<file path="src/rtl/gip_wbq_pkg.sv">
// Shared widths and the queued register-write entry for the write-back queue.
package gip_wbq_pkg;
  localparam int RF_ADDR_W   = 4;
  localparam int RF_DATA_W   = 32;
  localparam int RF_NUM_REGS = 16;

  typedef struct packed {
    logic [RF_ADDR_W-1:0] addr;
    logic [RF_DATA_W-1:0] data;
  } wbq_entry_t;

  function automatic logic [RF_NUM_REGS-1:0] addr_onehot(input logic [RF_ADDR_W-1:0] a);
    addr_onehot    = '0;
    addr_onehot[a] = 1'b1;
  endfunction
endpackage

</file>
<file path="src/rtl/gip_wbq_fifo.sv">
// In-order circular store: two pushes (A then B) and one pop per cycle; pops whenever non-empty.
// Presents its contents oldest-first so the consumer never deals with pointer wrap.
module gip_wbq_fifo
  import gip_wbq_pkg::*;
#(
  parameter int DEPTH = 4
) (
  input  logic                           clk,
  input  logic                           rst_n,
  input  logic                           push_a,
  input  wbq_entry_t                     entry_a,
  input  logic                           push_b,
  input  wbq_entry_t                     entry_b,
  output logic [$clog2(DEPTH+1)-1:0]     count,
  output wbq_entry_t [DEPTH-1:0]         ordered
);
  localparam int PTR_W = $clog2(DEPTH);
  localparam int CNT_W = $clog2(DEPTH+1);

  wbq_entry_t [DEPTH-1:0] mem_q, mem_d;
  logic [PTR_W-1:0]       head_q, head_d, tail_q, tail_d;
  logic [CNT_W-1:0]       count_q, count_d;
  logic                   pop;

  assign pop   = (count_q != '0);
  assign count = count_q;

  always_comb begin
    mem_d = mem_q;
    if (push_a) mem_d[tail_q] = entry_a;
    // B lands behind A in the same cycle so its write to a shared register wins.
    if (push_b) mem_d[tail_q + PTR_W'(push_a)] = entry_b;
    tail_d  = tail_q + PTR_W'(push_a) + PTR_W'(push_b);
    head_d  = pop ? head_q + PTR_W'(1) : head_q;
    count_d = count_q + CNT_W'(push_a) + CNT_W'(push_b) - CNT_W'(pop);
  end

  always_ff @(posedge clk or negedge rst_n) begin
    if (!rst_n) begin
      mem_q   <= '0;
      head_q  <= '0;
      tail_q  <= '0;
      count_q <= '0;
    end else begin
      mem_q   <= mem_d;
      head_q  <= head_d;
      tail_q  <= tail_d;
      count_q <= count_d;
    end
  end

  always_comb begin
    for (int k = 0; k < DEPTH; k++) ordered[k] = mem_q[head_q + PTR_W'(k)];
  end
endmodule

</file>
<file path="src/rtl/gip_rf_wb_queue.sv">
// Write-back queue in front of the 16x32 register file: ALU (A) and load (B) writes drain one per cycle, 1-cycle latency when empty.
// Readies come from occupancy only (B needs two free slots); WBQ_BYPASS_EN adds a newest-match data bypass.
module gip_rf_wb_queue
  import gip_wbq_pkg::*;
#(
  parameter int DEPTH = 4
) (
  input  logic        wbq_clock,
  input  logic        wbq_reset,
  input  logic        a_wr_valid,
  input  logic [3:0]  a_wr_addr,
  input  logic [31:0] a_wr_data,
  output logic        a_wr_ready,
  input  logic        b_wr_valid,
  input  logic [3:0]  b_wr_addr,
  input  logic [31:0] b_wr_data,
  output logic        b_wr_ready,
  output logic        rf_wr_enable,
  output logic [3:0]  rf_wr_addr,
  output logic [31:0] rf_wr_data,
`ifdef WBQ_BYPASS_EN
  input  logic [3:0]  byp_rd_addr,
  output logic        byp_hit,
  output logic [31:0] byp_data,
`endif
  output logic [15:0] wbq_pending
);
  localparam int CNT_W = $clog2(DEPTH+1);

  logic [CNT_W-1:0]       count;
  wbq_entry_t [DEPTH-1:0] ordered;
  logic [CNT_W:0]         space;
  wbq_entry_t             entry_a, entry_b;

  // The head slot frees at this edge, so it counts as space.
  assign space      = (CNT_W+1)'(DEPTH) - {1'b0, count} + {{CNT_W{1'b0}}, (count != '0)};
  assign a_wr_ready = (space >= (CNT_W+1)'(1));
  assign b_wr_ready = (space >= (CNT_W+1)'(2));

  assign entry_a = {a_wr_addr, a_wr_data};
  assign entry_b = {b_wr_addr, b_wr_data};

  gip_wbq_fifo #(.DEPTH(DEPTH)) u_fifo (
    .clk     (wbq_clock),
    .rst_n   (wbq_reset),
    .push_a  (a_wr_valid & a_wr_ready),
    .entry_a (entry_a),
    .push_b  (b_wr_valid & b_wr_ready),
    .entry_b (entry_b),
    .count   (count),
    .ordered (ordered)
  );

  assign rf_wr_enable = (count != '0);
  assign rf_wr_addr   = rf_wr_enable ? ordered[0].addr : '0;
  assign rf_wr_data   = rf_wr_enable ? ordered[0].data : '0;

  always_comb begin
    wbq_pending = '0;
    for (int k = 0; k < DEPTH; k++) begin
      if (CNT_W'(k) < count) wbq_pending = wbq_pending | addr_onehot(ordered[k].addr);
    end
  end

`ifdef WBQ_BYPASS_EN
  // Scan oldest to newest so the last match (closest to tail) wins.
  always_comb begin
    byp_hit  = 1'b0;
    byp_data = '0;
    for (int k = 0; k < DEPTH; k++) begin
      if ((CNT_W'(k) < count) && (ordered[k].addr == byp_rd_addr)) begin
        byp_hit  = 1'b1;
        byp_data = ordered[k].data;
      end
    end
  end
`endif
endmodule

</file>
<file path="config.mk">
export PLATFORM = sky130hd
export DESIGN_NAME = gip_rf_wb_queue
export DESIGN_NICKNAME = d
export VERILOG_FILES = /design/src/rtl/gip_wbq_pkg.sv /design/src/rtl/gip_wbq_fifo.sv /design/src/rtl/gip_rf_wb_queue.sv
export SDC_FILE = /design/constraint.sdc
export NUM_CORES = 1
export LEC_CHECK = 0
export BUFFER_PORTS_ARGS = -buffer_cell sky130_fd_sc_hd__buf_2
export CAP_MARGIN = 20
export CELL_PAD_IN_SITES_DETAIL_PLACEMENT = 0
export CELL_PAD_IN_SITES_GLOBAL_PLACEMENT = 2
export CORE_MARGIN = 3
export CORE_UTILIZATION = 37
export DETAILED_ROUTE_END_ITERATION = 6
export PLACE_DENSITY_LB_ADDON = 0.3
export SLEW_MARGIN = 40
export SYNTH_ARGS = -nofsm -noshare
export SYNTH_HDL_FRONTEND = slang
export SYNTH_SLANG_ARGS = --single-unit
</file>
<file path="constraint.sdc">
create_clock -name wbq_clock -period 4.9 [get_ports wbq_clock]
set_input_delay 0.245 -clock wbq_clock [delete_from_list [all_inputs] [get_ports wbq_clock]]
set_output_delay 0.245 -clock wbq_clock [all_outputs]
set_load 0.005 [all_outputs]
</file>
==> Word level (Yosys, flattened, before mapping) <==
Cells that the tools add are included.
{ "word_totals": {"ff_bits": 151, "inputBits": 76, "out_inout_bits": 55} }
{ "op_classes": {"n_addsub": 10, "order_cmp": 22, "n_reduce_logical": 7, "muxes": 30, "bitwise": 5} }
{ "op_table": {"columns": ["operator", "n"], "rows": [
  ["36-bit binary-select mux with 2-bit select", 4],
  ["144-bit bitwise mux", 2],
  ["144-bit 2-to-1 mux", 2],
  ["36-bit 2-to-1 mux", 6],
  ["36-bit demux with 2-bit select", 2],
  ["16-bit 2-to-1 mux", 4],
  ["16-bit bitwise OR", 3],
  ["32-bit 2-to-1 mux", 1],
  ["4-bit by 1-bit greater-or-equal comparator with 1-bit output, second input constant", 5],
  ["4-bit by 5-bit less-than comparator with 1-bit output, second input constant", 4],
  ["2-bit by 3-bit less-than comparator with 1-bit output, second input constant", 6],
  ["1-bit demux with 4-bit select", 4],
  ["3-bit by 1-bit adder with 3-bit output", 2],
  ["1-bit logical AND", 6],
  ["1-bit by 3-bit less-than comparator with 1-bit output, first input constant", 2],
  ["2-bit by 3-bit less-than comparator with 1-bit output, first input constant", 2],
  ["2-bit by 1-bit adder with 2-bit output", 2],
  ["2-bit adder, second input constant", 2],
  ["4-bit by 1-bit adder with 4-bit output", 1],
  ["2-bit by 1-bit greater-or-equal comparator with 1-bit output, second input constant", 2],
  ["4-bit by 2-bit greater-or-equal comparator with 1-bit output, second input constant", 1],
  ["1-bit 2-to-1 mux", 4],
  ["4-bit 2-to-1 mux", 1],
  ["3-bit by 3-bit subtractor with 4-bit output, first input constant", 1],
  ["4 further kinds", 5]
]} }

==> Depth between registers and ports, before layout <==
Gate-level depths: netlist of the first run.
{ "depth": {"word_depth": 13, "ltp_mapped": 19, "depth_no_buf": 13} }

==> By module <==
Synthesis of the first run repeated with hierarchy kept, for this count alone.
{ "unflattened": {"cells_unflattened": 1170, "area_unflattened_um2": 11770.0} }
{ "by_module_without_submodules": {"columns": ["module", "cells_each", "instances", "area_per_inst_um2"], "rows": [
  ["gip_wbq_fifo", 1011, 1, 10749.1],
  ["gip_rf_wb_queue", 159, 1, 1021.0]
]} }

==> Least setup slack after synthesis of the first run <==
No wires, ideal clock.
{ "synth_path": {"kind": "flip-flop to flip-flop", "startpoint": "reg u_fifo.count_q[2], in the netlist u_fifo.count[2]", "endpoint": "reg u_fifo.mem_q[66] (netlist bit)", "path_buffers": 6, "path_slack_ns": 0.575, "stages_incl_launch_ff": 20, "required_ns": 4.759, "synth_period_minus_slack_ns": 4.325, "t_arrival_ns": 4.183, "cell_sequence": "dfrtp_1 -> buf_6 -> or3_1 -> clkbuf_1 -> inv_1 -> ha_1 -> inv_1 -> ha_1 -> buf_2 -> or4b_1 -> o211ai_2 -> buf_6 -> inv_2 -> buf_2 -> ha_1 -> xnor2_1 -> o2111ai_1 -> clkbuf_1 -> nor2_1 -> a31oi_1"} }
{ "synth_lines": {"columns": ["item", "line_no", "rtl"], "rows": [
  ["start, declared", "gip_wbq_fifo.sv:22", "logic [CNT_W-1:0] count_q, count_d;"],
  ["start signal, assigned", "gip_wbq_fifo.sv:48", "count_q <= count_d;"],
  ["end signal, assigned", "gip_wbq_fifo.sv:45", "mem_q <= mem_d;"],
  ["end, declared", "gip_wbq_fifo.sv:20", "wbq_entry_t [DEPTH-1:0] mem_q, mem_d;"]
]} }

==> impl_metrics.json, run 1 <==
{
  "path_cells": "or3_1 -> inv_1 -> ha_1 -> inv_1 -> ha_1 -> or4b_1 -> o211ai_4 -> inv_4 -> ha_1 -> xnor2_1 -> nand2_1 -> buf_4 -> a2bb2oi_1",
  "coreArea_um2": 26130,
  "worst_ep_arrival_time_ns": 4.85,
  "met1_usage": 0.3437,
  "p_sw_frac": 0.4666,
  "postSynthCellCount": 1036,
  "timing.hold.ws_ns": 0.1161,
  "p_int_mw": 5.250,
  "layout-drive-gt1-share": 0.2315,
  "synth_top_area_share": 0.3827,
  "hold_viol": 0,
  "critPathMaxFanout": 27,
  "final-max-slew-violation-count": 0,
  "clock-sinks": 151,
  "yosysMostFrequentCell": "dfrtp_1",
  "cpPeakStageDelay_ns": 0.57,
  "ys_top_cells_by_area": "dfrtp_1 (38%), mux4_2 (10%), a31oi_1 (9.1%)",
  "slew_headroom": 0.4520,
  "clockRootBuffer": "clkbuf_16",
  "yosys_warnings": 0,
  "cts.htree.levels": 4,
  "vdd_drop_max_uv": 467.2,
  "grt_setup_unrepaired": "false",
  "dr_total_vias": 9252,
  "die_h_um": 169.4,
  "antenna_found_initial": 2,
  "start_util": 0.3778,
  "detail_route.wirelength_um": 35070,
  "tightest_slew_ns": 0.8202,
  "crit_type": "flop to flop",
  "grt_max_degree": 83,
  "hold_class": "input port to flop",
  "critical_path_required_ns": 5.20,
  "cap_violations": 0,
  "area_growth_pct": 14.57,
  "grt_pass1_wl_um": 54660,
  "setup_tns_ns": 0,
  "p_per_area_nw_per_um2": 870.1,
  "synth_area_per_cell_um2": 9.530,
  "post_cts_buffers": 0,
  "synth_edf_count": 0,
  "synth_common_cells": "dfrtp_1 (151), o21ai_0 (145), a31oi_1 (144)",
  "p_clk_frac": 0.133,
  "dp_hpwl_um": 21490,
  "period_share": 0.9287,
  "finalCriticalPeriod_ns": 4.551,
  "cts-hold-fix-buffers": 1,
  "worst_setup_path_end_kind": "flop",
  "yosysUniqueCellTypes": 50,
  "combPwrFrac": 0.614,
  "busiest_layer": "met2",
  "die_w_um": 169.4,
  "syn_area_um2": 9873,
  "synth_flop_cell": "dfrtp_1",
  "setup_violations": 0,
  "power.switching_mw": 4.593,
  "ys_seq_area_frac": 0.3827,
  "cpLargestDelayFamily": "simple AND/OR/NAND/NOR gates",
  "final.setup_skew_ns": 0.01346,
  "antennaDiodeCount": 0,
  "clkLatencyLatePin_ns": 0.43,
  "io_pins": 131,
  "post-route-drc-count": 0,
  "nets": 1193,
  "via_per_inst": 6.363,
  "grt.total_usage": 0.2413,
  "met3_usage": 0.04007,
  "drtPass1Iterations": 5,
  "rrSetupSlack_ns": 0.35,
  "drt_iter0_markers": 879,
  "worst-path-buf-inv": 4,
  "grt-ovfl-total": 0,
  "rows": 59,
  "synth_area_leader_cell": "dfrtp_1",
  "wl_per_cell_um": 24.12,
  "cts_buffer_depth": 2,
  "pwr-share-seq": 0.254,
  "portBuffers": 130,
  "fmax_mhz": 219.7,
  "cp_common_cell": "ha_1",
  "cts_tree": "yes",
  "run_status": "finished clean",
  "antenna_left": 0,
  "die_area_um2": 28680,
  "ctsResizeCount": 0,
  "p_leak_nw": 4.458,
  "clk_pin_slew_worst_paths_ns": 0.07,
  "synthArstFlopShare": 1.000,
  "worst_setup_path_start_kind": "flop",
  "slowest_stage": "or4b_1",
  "gr-usage-met2": 0.3879,
  "synth_nets": 1122,
  "gp_congestion": 0.8437,
  "grt_pass1_vias": 9112,
  "cts_buffers": 17,
  "ys_ff_latch": 151
}
worst register-to-register path: stages (launching register included):
cell and delay, ns:
dfrtp_1 0.51, or3_1 0.43, inv_1 0.17, ha_1 0.21, inv_1 0.05, ha_1 0.40, or4b_1 0.57, o211ai_4 0.13
inv_4 0.05, ha_1 0.21, xnor2_1 0.53, nand2_1 0.54, buf_4 0.43, a2bb2oi_1 0.20
cell type report:
| type | instances | area [µm²] |
|---|---|---|
| fillers | 2632 | 14820 |
| multi-input cells | 768 | 5552 |
| flip-flops and latches | 151 | 3784 |
| repair buffers | 160 | 944.7 |
| clock buffers | 18 | 439.2 |
| well taps | 335 | 419.2 |
| clock inverters | 13 | 137.6 |
| inverters | 9 | 36.28 |
layout by cell type, fill, tap and decap left out, drive strengths merged, types with 8 or more instances in the layout:
| cell type | n |
|---|---|
| dfrtp | 151 |
| mux2i | 14 |
| clkbuf | 18 |
| a2bb2oi | 72 |
| inv | 15 |
| buf | 159 |
| o211ai | 17 |
| o21ai | 145 |
| a32oi | 8 |
| nand4 | 8 |
| ha | 8 |
| nand3 | 110 |
| nor2b | 17 |
| mux4 | 44 |
| mux2 | 8 |
| a31oi | 144 |
| and2 | 41 |
| nor2 | 81 |
through the flow:
| stage | cells | setup slack [ns] | utilization | area (µm²) | power, mW |
|---|---|---|---|---|---|
| floorplan | 1036 | 0.5755 | - | 9873 | 6.497 |
| global placement | 1419 | 0.4676 | 0.4075 | 10650 | 8.385 |
| detailed placement | 1421 | 0.3603 | 0.4099 | 10710 | 8.499 |
| CTS | 1453 | 0.3500 | 0.4323 | 11300 | 9.823 |
| global route | 1454 | 0.1243 | 0.4329 | 11310 | 10.57 |
| finish | 1454 | 0.3491 | 0.4329 | 11310 | 9.843 |
metal layers:
| metal | vias to the layer above | wire length [µm] |
|---|---|---|
| met3 | 43 | 2271 |
| met5 | - | 25 |
| met2 | 402 | 16500 |
| li1 | 4155 | - |
| met1 | 4648 | 15780 |
| met4 | 4 | 495 |
power groups by stage:
stage	clock network (mW)	registers (mW)	logic, mW
global route	1.37	2.59	6.61
detailed placement	0	2.51	5.99
CTS	1.33	2.49	6.01
floorplan	0	2.20	4.30
finish	1.31	2.50	6.04
global placement	0	2.49	5.89
flip-flops by register name, summed over array words and instances, names as in the netlist:
signal	count
u_fifo.tail_q	2
u_fifo.count	3
u_fifo.mem_q	144
u_fifo.head_q	2
path summary, 6_finish.rpt:
check / end / from / cells past startpoint
hold reg to reg: u_fifo.mem_q[76] / u_fifo.mem_q[76] / 2
min in group asynchronous: u_fifo.mem_q[136] / wbq_reset / 2
hold / removal: u_fifo.mem_q[127] / a_wr_data[19] / 3
setup reg to reg: u_fifo.mem_q[1] / u_fifo.count[2] / 13
setup / recovery: u_fifo.mem_q[1] / u_fifo.count[2] / 13
max in group asynchronous: u_fifo.mem_q[17] / wbq_reset / 3
logic make-up after synthesis:
group / after synthesis / share of synthesized area
compound gates: 399 / 0.2635
simple gates: 287 / 0.1481
flops: 151 / 0.3827
buf+inv: 117 / 0.06248
mux: 66 / 0.1237
fa+ha+maj: 10 / 0.01419
xor+xnor: 6 / 0.005322
Power figures use the tool's default switching activity.
==> run 2, diff against run 1 <==
CORE_MARGIN = 4   (was 3)
REMOVE_ABC_BUFFERS = 1   (was not set)
==> run 2 against run 1 <==
Die area up 2.4%. Utilization shrank 0.19 points. Sequential share of layout area is 0.14 points higher. Sequential power about the same. Critical path type unchanged. Highest routed layer is now met4.
==> impl_metrics.json, run 2 (synthesis gave the netlist of run 1 again) <==
{
  "final_cell_mix": "dfrtp_1 (149), o21ai_0 (145), a31oi_1 (144)",
  "die_h_um": 171.4,
  "finalNonFillerCells": 1450,
  "detail_route.wirelength_um": 35200,
  "multi_input_area_um2": 5543,
  "r2r_cells": 11,
  "rrSetupSlack_ns": 0.60,
  "p_clk_frac": 0.139,
  "antenna_left": 0,
  "portBuffers": 130,
  "grt_max_degree": 87,
  "placed_cell_area_um2": 10620,
  "start_util": 0.3778,
  "hold_class": "input port to flop",
  "worst_ep_arrival_time_ns": 4.64,
  "finalCriticalPeriod_ns": 4.302,
  "hold_viol": 0,
  "min_to": "u_fifo.mem_q[116]",
  "drt_iter0_markers": 825,
  "p_sw_frac": 0.4649,
  "post-route-drc-count": 0,
  "post_cts_buffers": 0,
  "reg2reg_to": "u_fifo.mem_q[58]",
  "run_status": "finished clean",
  "final.setup_skew_ns": 0.01006,
  "rows": 59,
  "path_cells": "or3_1 -> inv_1 -> ha_1 -> inv_1 -> ha_1 -> or4b_1 -> o211ai_4 -> buf_4 -> buf_4 -> o21ai_0 -> a31oi_1",
  "cap_violations": 0,
  "clk_pin_slew_worst_paths_ns": 0.07,
  "combPwrFrac": 0.609,
  "cpLargestDelayFamily": "buffers and inverters",
  "antenna_found_initial": 0,
  "cts_buffer_depth": 2,
  "period_share": 0.8780,
  "dr_total_vias": 9146,
  "clkLatencyLatePin_ns": 0.43,
  "n_fill_cell": 2642,
  "reg2reg_from": "u_fifo.count[2]",
  "largest_reg_flops": 144,
  "cts_tree": "yes",
  "setup_violations": 0,
  "min-delay-start": "a_wr_data[8]",
  "antennaDiodeCount": 0,
  "slowest_stage": "buf_4",
  "power_mw": 9.873,
  "gp_congestion": 0.8168,
  "cts_buffers": 17,
  "hold_depth": 3,
  "io_pins": 131,
  "coreArea_um2": 26130,
  "timing.hold.ws_ns": 0.1056,
  "clock-sinks": 151,
  "worst_setup_path_start_kind": "flop",
  "cpPeakStageDelay_ns": 0.74,
  "p_per_area_nw_per_um2": 876.6,
  "drtPass1Iterations": 5,
  "grt_setup_unrepaired": "false",
  "p_leak_nw": 4.429,
  "power.switching_mw": 4.590,
  "worst_setup_path_end_kind": "flop",
  "dp_hpwl_um": 20170,
  "vdd_drop_max_uv": 322.3,
  "critical_path_required_ns": 5.24,
  "grt.total_usage": 0.2394,
  "layout-drive-gt1-share": 0.2260,
  "regMostFlops": "u_fifo.mem_q",
  "tightest_slew_ns": 0.8480,
  "dp_slack_ns": 0.6429,
  "die_w_um": 171.4,
  "grt_pass1_wl_um": 54780,
  "wl_per_cell_um": 24.28,
  "via_per_inst": 6.308,
  "final_common_cell": "dfrtp_1",
  "grt_pass1_vias": 9106,
  "crit_type": "flop to flop",
  "critPathMaxFanout": 82,
  "clockRootBuffer": "clkbuf_16",
  "grt-ovfl-total": 0,
  "slew_headroom": 0.4347,
  "setup_ws_ns": 0.5977,
  "regArea_um2": 3784,
  "final_cell_area_um2": 11260,
  "dp_cells": 1416,
  "worst-path-buf-inv": 4,
  "fmax_mhz": 232.4,
  "startpoint": "u_fifo.count[2]",
  "p_int_mw": 5.283,
  "cts.htree.levels": 4,
  "final-max-slew-violation-count": 0,
  "nets": 1188,
  "die_area_um2": 29360,
  "pwr-share-seq": 0.252,
  "area_growth_pct": 14.08
}
run 2: power groups by stage:
stage | combinational, mW | sequential (mW) | clock (mW)
global placement | 5.91 | 2.49 | 0
detailed placement | 5.97 | 2.50 | 0
global route | 6.62 | 2.57 | 1.44
floorplan | 3.90 | 2.39 | 0
finish | 6.01 | 2.49 | 1.37
CTS | 5.98 | 2.48 | 1.39
run 2: timing repair:
action / CTS / global route
hold endpoints to repair: 81 / 0
hold buffers: 1 / 0
gates resized for setup: 0 / 0
run 2: routing by layer:
layer	share of wire	global-route usage
met5	0	0
met4	0.014	0.07199
met3	0.051	0.02942
met2	0.49	0.3884
met1	0.45	0.3381
run 2: worst max path at each step:
| stage | endpoint | slack (ns) | cells after the start |
|---|---|---|---|
| 6_report | u_fifo.mem_q[58] | 0.60 | 11 |
| 5_1_grt | u_fifo.mem_q[61] | 0.30 | 11 |
| 3_3_place_gp | u_fifo.mem_q[36] | 0.72 | 11 |
| 4_1_cts | u_fifo.mem_q[58] | 0.63 | 11 |
| 3_5_place_dp | u_fifo.mem_q[58] | 0.64 | 11 |
| 2_1_floorplan | u_fifo.mem_q[36] | -4.38 | 13 |
run 2: area by class of cell:
| cell class | count | share of cell area |
|---|---|---|
| well taps | 335 | 0.03721 |
| clock buffers | 19 | 0.03844 |
| clock inverters | 13 | 0.01511 |
| inverters | 9 | 0.003222 |
| repair buffers | 155 | 0.07798 |
| flip-flops and latches | 151 | 0.3359 |
| multi-input cells | 768 | 0.4921 |
run 2: metrics by stage:
stage	setup TNS (ns)	utilization
final	0	0.4310
after global routing	0	0.4310
after CTS	0	0.4299
after detailed placement	0	0.4064
after global placement	0	0.4062
after floorplan	-550.28	-
run 2: worst min-delay path, stage by stage:
cell and delay, ns:
buf_2 0.12, nand3_1 0.06, a31oi_1 0.07
==> run 3, diff against run 2 <==
CORE_ASPECT_RATIO = 1.1   (was not set)
==> run 3 against run 2 <==
Sequential cell count unchanged. Maximum frequency down 2.9%. Global-route usage down 0.26 points. Wire length down 0.23%. Via count down 0.23%. Die area about the same. Utilization about the same. Clock-buffer cell count up 3. Power down 0.44%.
==> impl_metrics.json, run 3 (synthesis gave the netlist of run 1 again) <==
{
  "worst_setup_path_end_kind": "flop",
  "startpoint": "u_fifo.count[2]",
  "final.setup_skew_ns": 0.009975,
  "final-max-slew-violation-count": 0,
  "layout-drive-gt1-share": 0.2265,
  "grt.total_usage": 0.2368,
  "post-route-drc-count": 0,
  "regMostFlops": "u_fifo.mem_q",
  "vdd_drop_max_uv": 428.1,
  "start_util": 0.3766,
  "critPathMaxFanout": 26,
  "tightest_slew_ns": 0.8840,
  "final_common_cell": "dfrtp_1",
  "dp_hpwl_um": 20820,
  "largest_reg_flops": 144,
  "gp_congestion": 0.8996,
  "cpPeakStageDelay_ns": 0.58,
  "drtPass1Iterations": 6,
  "dp_slack_ns": 0.3500,
  "die_w_um": 163.8,
  "die_area_um2": 29360,
  "cap_violations": 0,
  "coreArea_um2": 26220,
  "fmax_mhz": 225.7,
  "grt-ovfl-total": 0,
  "worst_ep_arrival_time_ns": 4.72,
  "cts_tree": "yes",
  "portBuffers": 130,
  "dr_total_vias": 9125,
  "grt_pass1_wl_um": 53830,
  "cts_buffers": 17,
  "crit_cells": 13,
  "slew_headroom": 0.4052,
  "wl_per_cell_um": 23.91,
  "hold_viol": 0,
  "n_fill_cell": 2672,
  "antennaDiodeCount": 0,
  "critical_path_required_ns": 5.19,
  "path_cells": "or3_1 -> inv_1 -> ha_1 -> inv_1 -> ha_1 -> or4b_1 -> o211ai_4 -> inv_4 -> ha_1 -> xnor2_1 -> nand2_1 -> buf_12 -> a2bb2oi_1",
  "detail_route.wirelength_um": 35120,
  "io_pins": 131,
  "period_share": 0.9042,
  "setup_violations": 0,
  "final_cell_mix": "dfrtp_1 (149), o21ai_0 (145), a31oi_1 (144)",
  "reg2reg_from": "u_fifo.count[2]",
  "timing.hold.ws_ns": 0.1209,
  "hold_class": "input port to flop",
  "r2r_cells": 13,
  "clk_pin_slew_worst_paths_ns": 0.06,
  "grt_setup_unrepaired": "false",
  "clkLatencyLatePin_ns": 0.42,
  "antenna_found_initial": 1,
  "rows": 62,
  "cts_buffer_depth": 2,
  "nets": 1191,
  "drt_iter0_markers": 754,
  "grt_pass1_vias": 9138,
  "die_h_um": 179.3,
  "endpoint": "u_fifo.mem_q[31]",
  "antenna_left": 0,
  "setup_tns_ns": 0,
  "reg2reg_to": "u_fifo.mem_q[31]",
  "p_leak_nw": 4.444,
  "clockRootBuffer": "clkbuf_16",
  "run_status": "finished clean",
  "worst_setup_path_start_kind": "flop",
  "rrSetupSlack_ns": 0.47,
  "area_growth_pct": 14.54,
  "crit_type": "flop to flop",
  "cpLargestDelayFamily": "simple AND/OR/NAND/NOR gates",
  "finalCriticalPeriod_ns": 4.430,
  "worst-path-buf-inv": 4,
  "slowest_stage": "nand2_1",
  "cp_common_cell": "ha_1",
  "clock-sinks": 151,
  "via_per_inst": 6.212,
  "cts.htree.levels": 4,
  "p_per_area_nw_per_um2": 869.2,
  "ctsResizeCount": 0,
  "setup_ws_ns": 0.4696,
  "grt_max_degree": 108
}
==> run 3: cell count changes in the layout (fill, tap and decap cells not counted), sizes merged <==
cell / before / now
bufinv: 3 / 2
clkbuf: 20 / 22
buf: 153 / 157
inv: 12 / 9
==> run 3: routing by layer <==
layer	track usage	wire length (µm)	vias up
met3	0.03403	1883	35
met5	0	13	-
met1	0.3204	15350	4636
li1	-	-	4136
met2	0.4044	17450	316
met4	0.05523	425	2
==> run 3: worst reg2reg max path, cell delays in order (launching register included) <==
cell       delay (ns)
dfrtp_1          0.51
or3_1            0.43
inv_1            0.13
ha_1             0.19
inv_1            0.05
ha_1             0.40
or4b_1           0.57
o211ai_4         0.13
inv_4            0.04
ha_1             0.21
xnor2_1          0.52
nand2_1          0.58
buf_12           0.36
a2bb2oi_1        0.17
==> run 3: report_power, final <==
| group | total (mW) | internal, mW | switching (mW) |
|---|---|---|---|
| combinational | 6.06 | 2.57 | 3.49 |
| sequential | 2.48 | 1.95 | 0.534 |
| clock | 1.29 | 0.771 | 0.521 |
==> run 3: repair_timing <==
item	CTS	global route
buffers inserted	0	0
hold buffers	1	0
hold endpoints to repair	84	0
==> run 3: area by class of cell <==
class | count | area [µm²] | area share
flip-flops and latches | 151 | 3784 | 0.3346
clock buffers | 22 | 464.2 | 0.04105
repair buffers | 158 | 928.4 | 0.08210
well taps | 352 | 440.4 | 0.03895
multi-input cells | 768 | 5553 | 0.4910
inverters | 9 | 36.28 | 0.003209
clock inverters | 9 | 102.6 | 0.009073
==> run 3: worst min-delay path by stage <==
stage                   from                to  slack (ns)  cells after the start
6_report       a_wr_data[24]  u_fifo.mem_q[60]        0.12                      3
5_1_grt        b_wr_data[13]  u_fifo.mem_q[13]        0.11                      2
4_1_cts        b_wr_data[13]  u_fifo.mem_q[49]        0.10                      3
3_5_place_dp       wbq_reset   u_fifo.mem_q[4]        0.32                      1
3_3_place_gp       wbq_reset  u_fifo.mem_q[76]        0.39                      1
2_1_floorplan      wbq_reset   u_fifo.count[0]       -0.05                      0
==> run 3: stage by stage <==
stage	util	power, mW	instance area, µm²	instances
after floorplan	-	6.292	9290	928
after global placement	0.4063	8.398	10650	1434
after detailed placement	0.4082	8.510	10700	1436
after CTS	0.4302	9.818	11280	1468
after global routing	0.4313	10.54	11310	1469
final	0.4313	9.829	11310	1469
